==> config.mk <==
export PLATFORM = sky130hd
export DESIGN_NAME = alu_issue_stage
export DESIGN_NICKNAME = d
export VERILOG_FILES = /design/src/rtl/alu_issue_stage.sv
export SDC_FILE = /design/constraint.sdc
export NUM_CORES = 2
export LEC_CHECK = 0
export CAP_MARGIN = 10
export CORE_ASPECT_RATIO = 0.6
export CORE_UTILIZATION = 38
export CTS_BUF_LIST = sky130_fd_sc_hd__clkbuf_4
export CTS_CLUSTER_SIZE = 25
export DETAILED_ROUTE_END_ITERATION = 12
export GPL_TIMING_DRIVEN = 0
export PLACE_DENSITY = 0.52
export REMOVE_ABC_BUFFERS = 1
export SLEW_MARGIN = 20
export SYNTH_ARGS = -nofsm -noshare
export SYNTH_HDL_FRONTEND = slang
export SYNTH_SLANG_ARGS = --single-unit
==> constraint.sdc <==
create_clock -name clock -period 24.7 [get_ports clock]
set_input_delay 6.175 -clock clock [delete_from_list [all_inputs] [get_ports clock]]
set_output_delay 6.175 -clock clock [all_outputs]
set_load 0.005 [all_outputs]
==> src/rtl/alu_issue_stage.sv <==
// Operand-issue and writeback stage in front of a combinational 32-bit ALU.
// Owns the register file, forwards the in-flight result and latches the Z/S flags.
module alu_issue_stage #(
    parameter int DATA_W = 32,
    parameter int NREGS  = 16,
    parameter int AW     = 4,
    parameter int IMM_W  = 16
) (
    input  logic              clock,
    input  logic              reset,
    input  logic              in_valid,
    output logic              in_ready,
    input  logic              hold,
    input  logic [AW-1:0]     in_rs,
    input  logic [AW-1:0]     in_rt,
    input  logic [AW-1:0]     in_rd,
    input  logic [3:0]        in_funct,
    input  logic              in_use_imm,
    input  logic [IMM_W-1:0]  in_imm,
    output logic [DATA_W-1:0] alu_A,
    output logic [DATA_W-1:0] alu_B,
    output logic [3:0]        alu_funct,
    input  logic [DATA_W-1:0] alu_out,
    input  logic              alu_flagZ,
    input  logic              alu_flagS,
    output logic              wb_valid,
    output logic [AW-1:0]     wb_rd,
    output logic [DATA_W-1:0] wb_data,
    output logic              flag_Z,
    output logic              flag_S,
    output logic              err_illegal,
    input  logic [AW-1:0]     dbg_raddr,
    output logic [DATA_W-1:0] dbg_rdata
);

    localparam logic [3:0] FN_ADD = 4'b0000;
    localparam logic [3:0] FN_SUB = 4'b0001;
    localparam logic [3:0] FN_AND = 4'b0010;
    localparam logic [3:0] FN_OR  = 4'b0011;
    localparam logic [3:0] FN_XOR = 4'b0100;
    localparam logic [3:0] FN_SLA = 4'b0110;
    localparam logic [3:0] FN_SRA = 4'b0111;
    localparam logic [3:0] FN_SRL = 4'b1000;

    logic [DATA_W-1:0] rf_reg [NREGS];
    logic              ex_valid_reg;
    logic [AW-1:0]     ex_rd_reg;

    logic              fire;
    logic              funct_legal;
    logic              wb_en;
    logic [DATA_W-1:0] imm_ext;
    logic [DATA_W-1:0] opa_next;
    logic [DATA_W-1:0] opb_next;

    assign in_ready = ~hold;
    assign fire     = in_valid & ~hold;
    assign wb_en    = ex_valid_reg & ~hold;
    assign imm_ext  = {{(DATA_W-IMM_W){in_imm[IMM_W-1]}}, in_imm};

    always_comb begin
        funct_legal = 1'b0;
        case (in_funct)
            FN_ADD, FN_SUB, FN_AND, FN_OR,
            FN_XOR, FN_SLA, FN_SRA, FN_SRL: funct_legal = 1'b1;
            default:                        funct_legal = 1'b0;
        endcase
    end

    // Source read: r0 is hard zero, then the result completing on this edge, then the file.
    always_comb begin
        opa_next = '0;
        opb_next = '0;
        if (in_rs != '0) begin
            if (ex_valid_reg && (ex_rd_reg == in_rs))
                opa_next = alu_out;
            else
                opa_next = rf_reg[in_rs];
        end
        if (in_use_imm) begin
            opb_next = imm_ext;
        end else if (in_rt != '0) begin
            if (ex_valid_reg && (ex_rd_reg == in_rt))
                opb_next = alu_out;
            else
                opb_next = rf_reg[in_rt];
        end
    end

    // Register file; entry 0 never takes a write so it stays at its reset value of zero.
    generate
        for (genvar gi = 0; gi < NREGS; gi++) begin : g_rf
            always_ff @(posedge clock or posedge reset) begin
                if (reset)
                    rf_reg[gi] <= '0;
                else if (wb_en && (gi != 0) && (ex_rd_reg == AW'(gi)))
                    rf_reg[gi] <= alu_out;
            end
        end
    endgenerate

    always_ff @(posedge clock or posedge reset) begin
        if (reset) begin
            ex_valid_reg <= 1'b0;
            ex_rd_reg    <= '0;
            alu_A        <= '0;
            alu_B        <= '0;
            alu_funct    <= '0;
            err_illegal  <= 1'b0;
        end else if (hold) begin
            err_illegal  <= 1'b0;
        end else begin
            ex_valid_reg <= fire & funct_legal;
            err_illegal  <= fire & ~funct_legal;
            if (fire && funct_legal) begin
                alu_A     <= opa_next;
                alu_B     <= opb_next;
                alu_funct <= in_funct;
                ex_rd_reg <= in_rd;
            end
        end
    end

    // Flags follow every completed operation, including rd=0 compares.
    always_ff @(posedge clock or posedge reset) begin
        if (reset) begin
            wb_valid <= 1'b0;
            wb_rd    <= '0;
            wb_data  <= '0;
            flag_Z   <= 1'b0;
            flag_S   <= 1'b0;
        end else begin
            wb_valid <= wb_en;
            if (wb_en) begin
                wb_rd   <= ex_rd_reg;
                wb_data <= alu_out;
                flag_Z  <= alu_flagZ;
                flag_S  <= alu_flagS;
            end
        end
    end

    assign dbg_rdata = (dbg_raddr == '0) ? '0 : rf_reg[dbg_raddr];

endmodule

==> reports/results.ini <==
[detailed_routing]
viasPerCell = 6.31
dr.pass1.iters = 5
drtIter0Drc = 2423
drt_wl_total_microns = 122000
routedWlPerCell_microns = 30.3
ant_nets = 0
vias = 25500
drc = 0

[logic_synthesis]
synth_fa_ha_area_frac = 0
syn-cell-area_sq_um = 34200
synth_top_family_by_area = multiplexers
ys_ff_latch = 593
yosys.area_share.simple = 0.0473
avgSynthCellArea_sq_um = 13.3
yosysWarnings = 32
synth_compound_area_frac = 0.0889
synth.area.mux_share = 0.387
synth-xor-area-share = 0.00227
netlist-cell-type-count = 48
yosysSeqAreaShare = 0.434
syn_inst = 2570

[setup_path]
crit_family = buffers and inverters
critPathMaxStageDelay_ps = 610
cp_common_cell = buf_16
crit_required_ps = 18520
path_max_fanout = 73
cp_num_buf_inv = 4
worstSetupStartpointType = input pin
arrival_ps = 9350
path_cells = buf_8 -> buf_16 -> nor2b_4 -> buf_16 -> a22oi_1 -> o21ai_0 -> a22o_1 -> clkdlybuf4s50_1
cp_slowest_cell = nor2b_4
cp-end-kind = output port
crit_type = in2out

[grt]
antenna_found_initial = 2
grt_max_degree = 104
overflow = 0
grt_pass1_wl_microns = 181000
grt_use_total = 0.270
grt_pass1_vias = 26500

[finish]
multi_input_area_sq_um = 18200
largest_register_ffs = 480
nFillCells = 7925
nNetsFinal = 2836
syn_to_final_growth_pct = 18.3
regArea_sq_um = 14800
drive_above_1_share = 0.432

[sta]
rsz0062_at_grt = false
setup_ws_ps = 9170
skew_ps = 48.0
fmax_mhz = 64.4
slew_headroom = 0.183
finalCritPeriodShare = 0.629
hold_viol = 0
finalSetupViolCount = 0
slew_violations = 0
period_needed_ps = 15530
worst_pin_slew_ps = 1220

[run]
drv_cap = 0

[status]
status = completed

[clock_tree]
clock_sinks = 593
clk_pin_slew_ps = 60
clock_latency_ps = 1150
htreeDepth = 4
cts_buffer_depth = 3
post-cts-setup-buffer-count = 0
cts_tree = yes
cts_root_buf = clkbuf_4
cts_made_buffers = 158
ctsHoldBuffers = 0
cts_resized = 0

[power]
p_per_area_nw_per_um2 = 82.4
leakage_nw = 17.7
vdd_drop_max_v = 0.0000485
p_total_mw = 3.33

[die]
io_pins = 216
die_h_microns = 234
die_area_sq_um = 91100
fp-row-count = 84
die_w_microns = 389
floorplan.core_area_sq_um = 88300
start_util = 0.387

[placed_design]
place_ws_ps = 9290
place_hpwl_microns = 76500
port-buffer-count = 215
gp_congestion = 0.797

[worst_hold_path]
hold_class = reg2reg

-- worst min-delay path: stages, from the launching register on --
cell     delay [ps]
dfrtp_1         340
nand2_1          50
nand2_1          60
-- layer usage --
| layer | track usage | vias to the layer above | share of wire |
|---|---|---|---|
| li1 | - | 10500 | - |
| met1 | 0.385 | 13500 | 0.45 |
| met2 | 0.395 | 1242 | 0.44 |
| met3 | 0.0609 | 250 | 0.079 |
| met4 | 0.118 | 0 | 0.031 |
| met5 | 0 | - | 0 |
-- cells in the mapped netlist, drive strengths merged --
cell type,number,area share
nand4,2,0.00037
and2,5,0.00092
o221ai,31,0.0079
o41ai,2,0.00073
mux2i,62,0.018
o31ai,8,0.0018
nor2,21,0.0023
nand3b,2,0.00055
o311a,1,0.00029
and3,2,0.00037
a22oi,28,0.0062
buf,130,0.020
nor3b,9,0.0021
xnor2,1,0.00026
inv,36,0.0040
nor2b,57,0.010
clkbuf,142,0.016
o21ai,101,0.015
o211a,8,0.0023
a221oi,135,0.037
o22ai,1,0.00018
or3,1,0.00018
o311ai,7,0.0018
a21oi,41,0.0060
mux2,582,0.19
nor3,53,0.0081
o21a,1,0.00022
nand2,180,0.020
and3b,1,0.00026
mux4,269,0.18
or2,1,0.00018
xor2,7,0.0020
a22o,39,0.010
nor4,2,0.00037
nand3,9,0.0013
dfrtp,593,0.43
-- cell type report --
type,count,share of cell area
diodes,7,0.000433
clock buffers,228,0.0423
clock inverters,42,0.00734
inverters,36,0.00353
multi-input cells,1669,0.449
flip-flops and latches,593,0.367
well taps,1161,0.0359
repair buffers,303,0.0940
-- placed cells by master (no fill, tap or decap), types with 11 or more instances in the layout --
cell type,n
o21ai_0,101
buf_4,19
mux2_2,580
nand2_1,170
nor3_1,50
dfrtp_1,593
mux4_2,269
a22o_1,39
nor2b_1,48
clkdlybuf4s50_1,202
clkinv_1,31
a221oi_1,124
buf_16,36
mux2i_1,62
a21oi_1,41
clkbuf_4,228
buf_8,12
buf_12,14
buf_6,13
a221oi_2,11
nor2_1,19
o221ai_1,31
a22oi_1,28
inv_1,33
-- path summary, 6_finish.rpt --
check	slack, ps	endpoint	from	cells past startpoint
worst max-delay path	9170	dbg_rdata[17]	dbg_raddr[1]	8
worst min-delay path	470	alu_funct[3]	alu_funct[3]	2
worst max register to register	20920	rf_reg[257]	ex_valid_reg	11
worst min register to register	470	alu_funct[3]	alu_funct[3]	2
max in group asynchronous	17030	rf_reg[170]	reset	6
min in group asynchronous	5530	rf_reg[241]	reset	2
-- per-stage QoR --
step                      setup TNS, ps  instances  cell area (sq um)  utilization  hold WS [ps]
after global placement         -3408720       3674              36500        0.414           462
after floorplan                       0       2298              32900            -           467
after global routing                  0       4034              40400        0.458           481
after CTS                             0       4031              40400        0.457           479
final                                 0       4039              40400        0.458           475
after detailed placement              0       3761              38400        0.435           466
-- where the power goes --
part	total (mW)	internal [mW]	leakage [nW]	switching, mW
Clock	0.915	0.472	1.19	0.443
Combinational	0.951	0.590	8.68	0.361
Sequential	1.46	1.22	7.87	0.241
Total	3.33	2.28	17.7	1.04
-- cell families after synthesis --
group	after synthesis
simple gates	345
mux	913
buf+inv	308
compound gates	403
xor+xnor	8
flops	593
No activity file was read; power rests on OpenSTA's default activity.
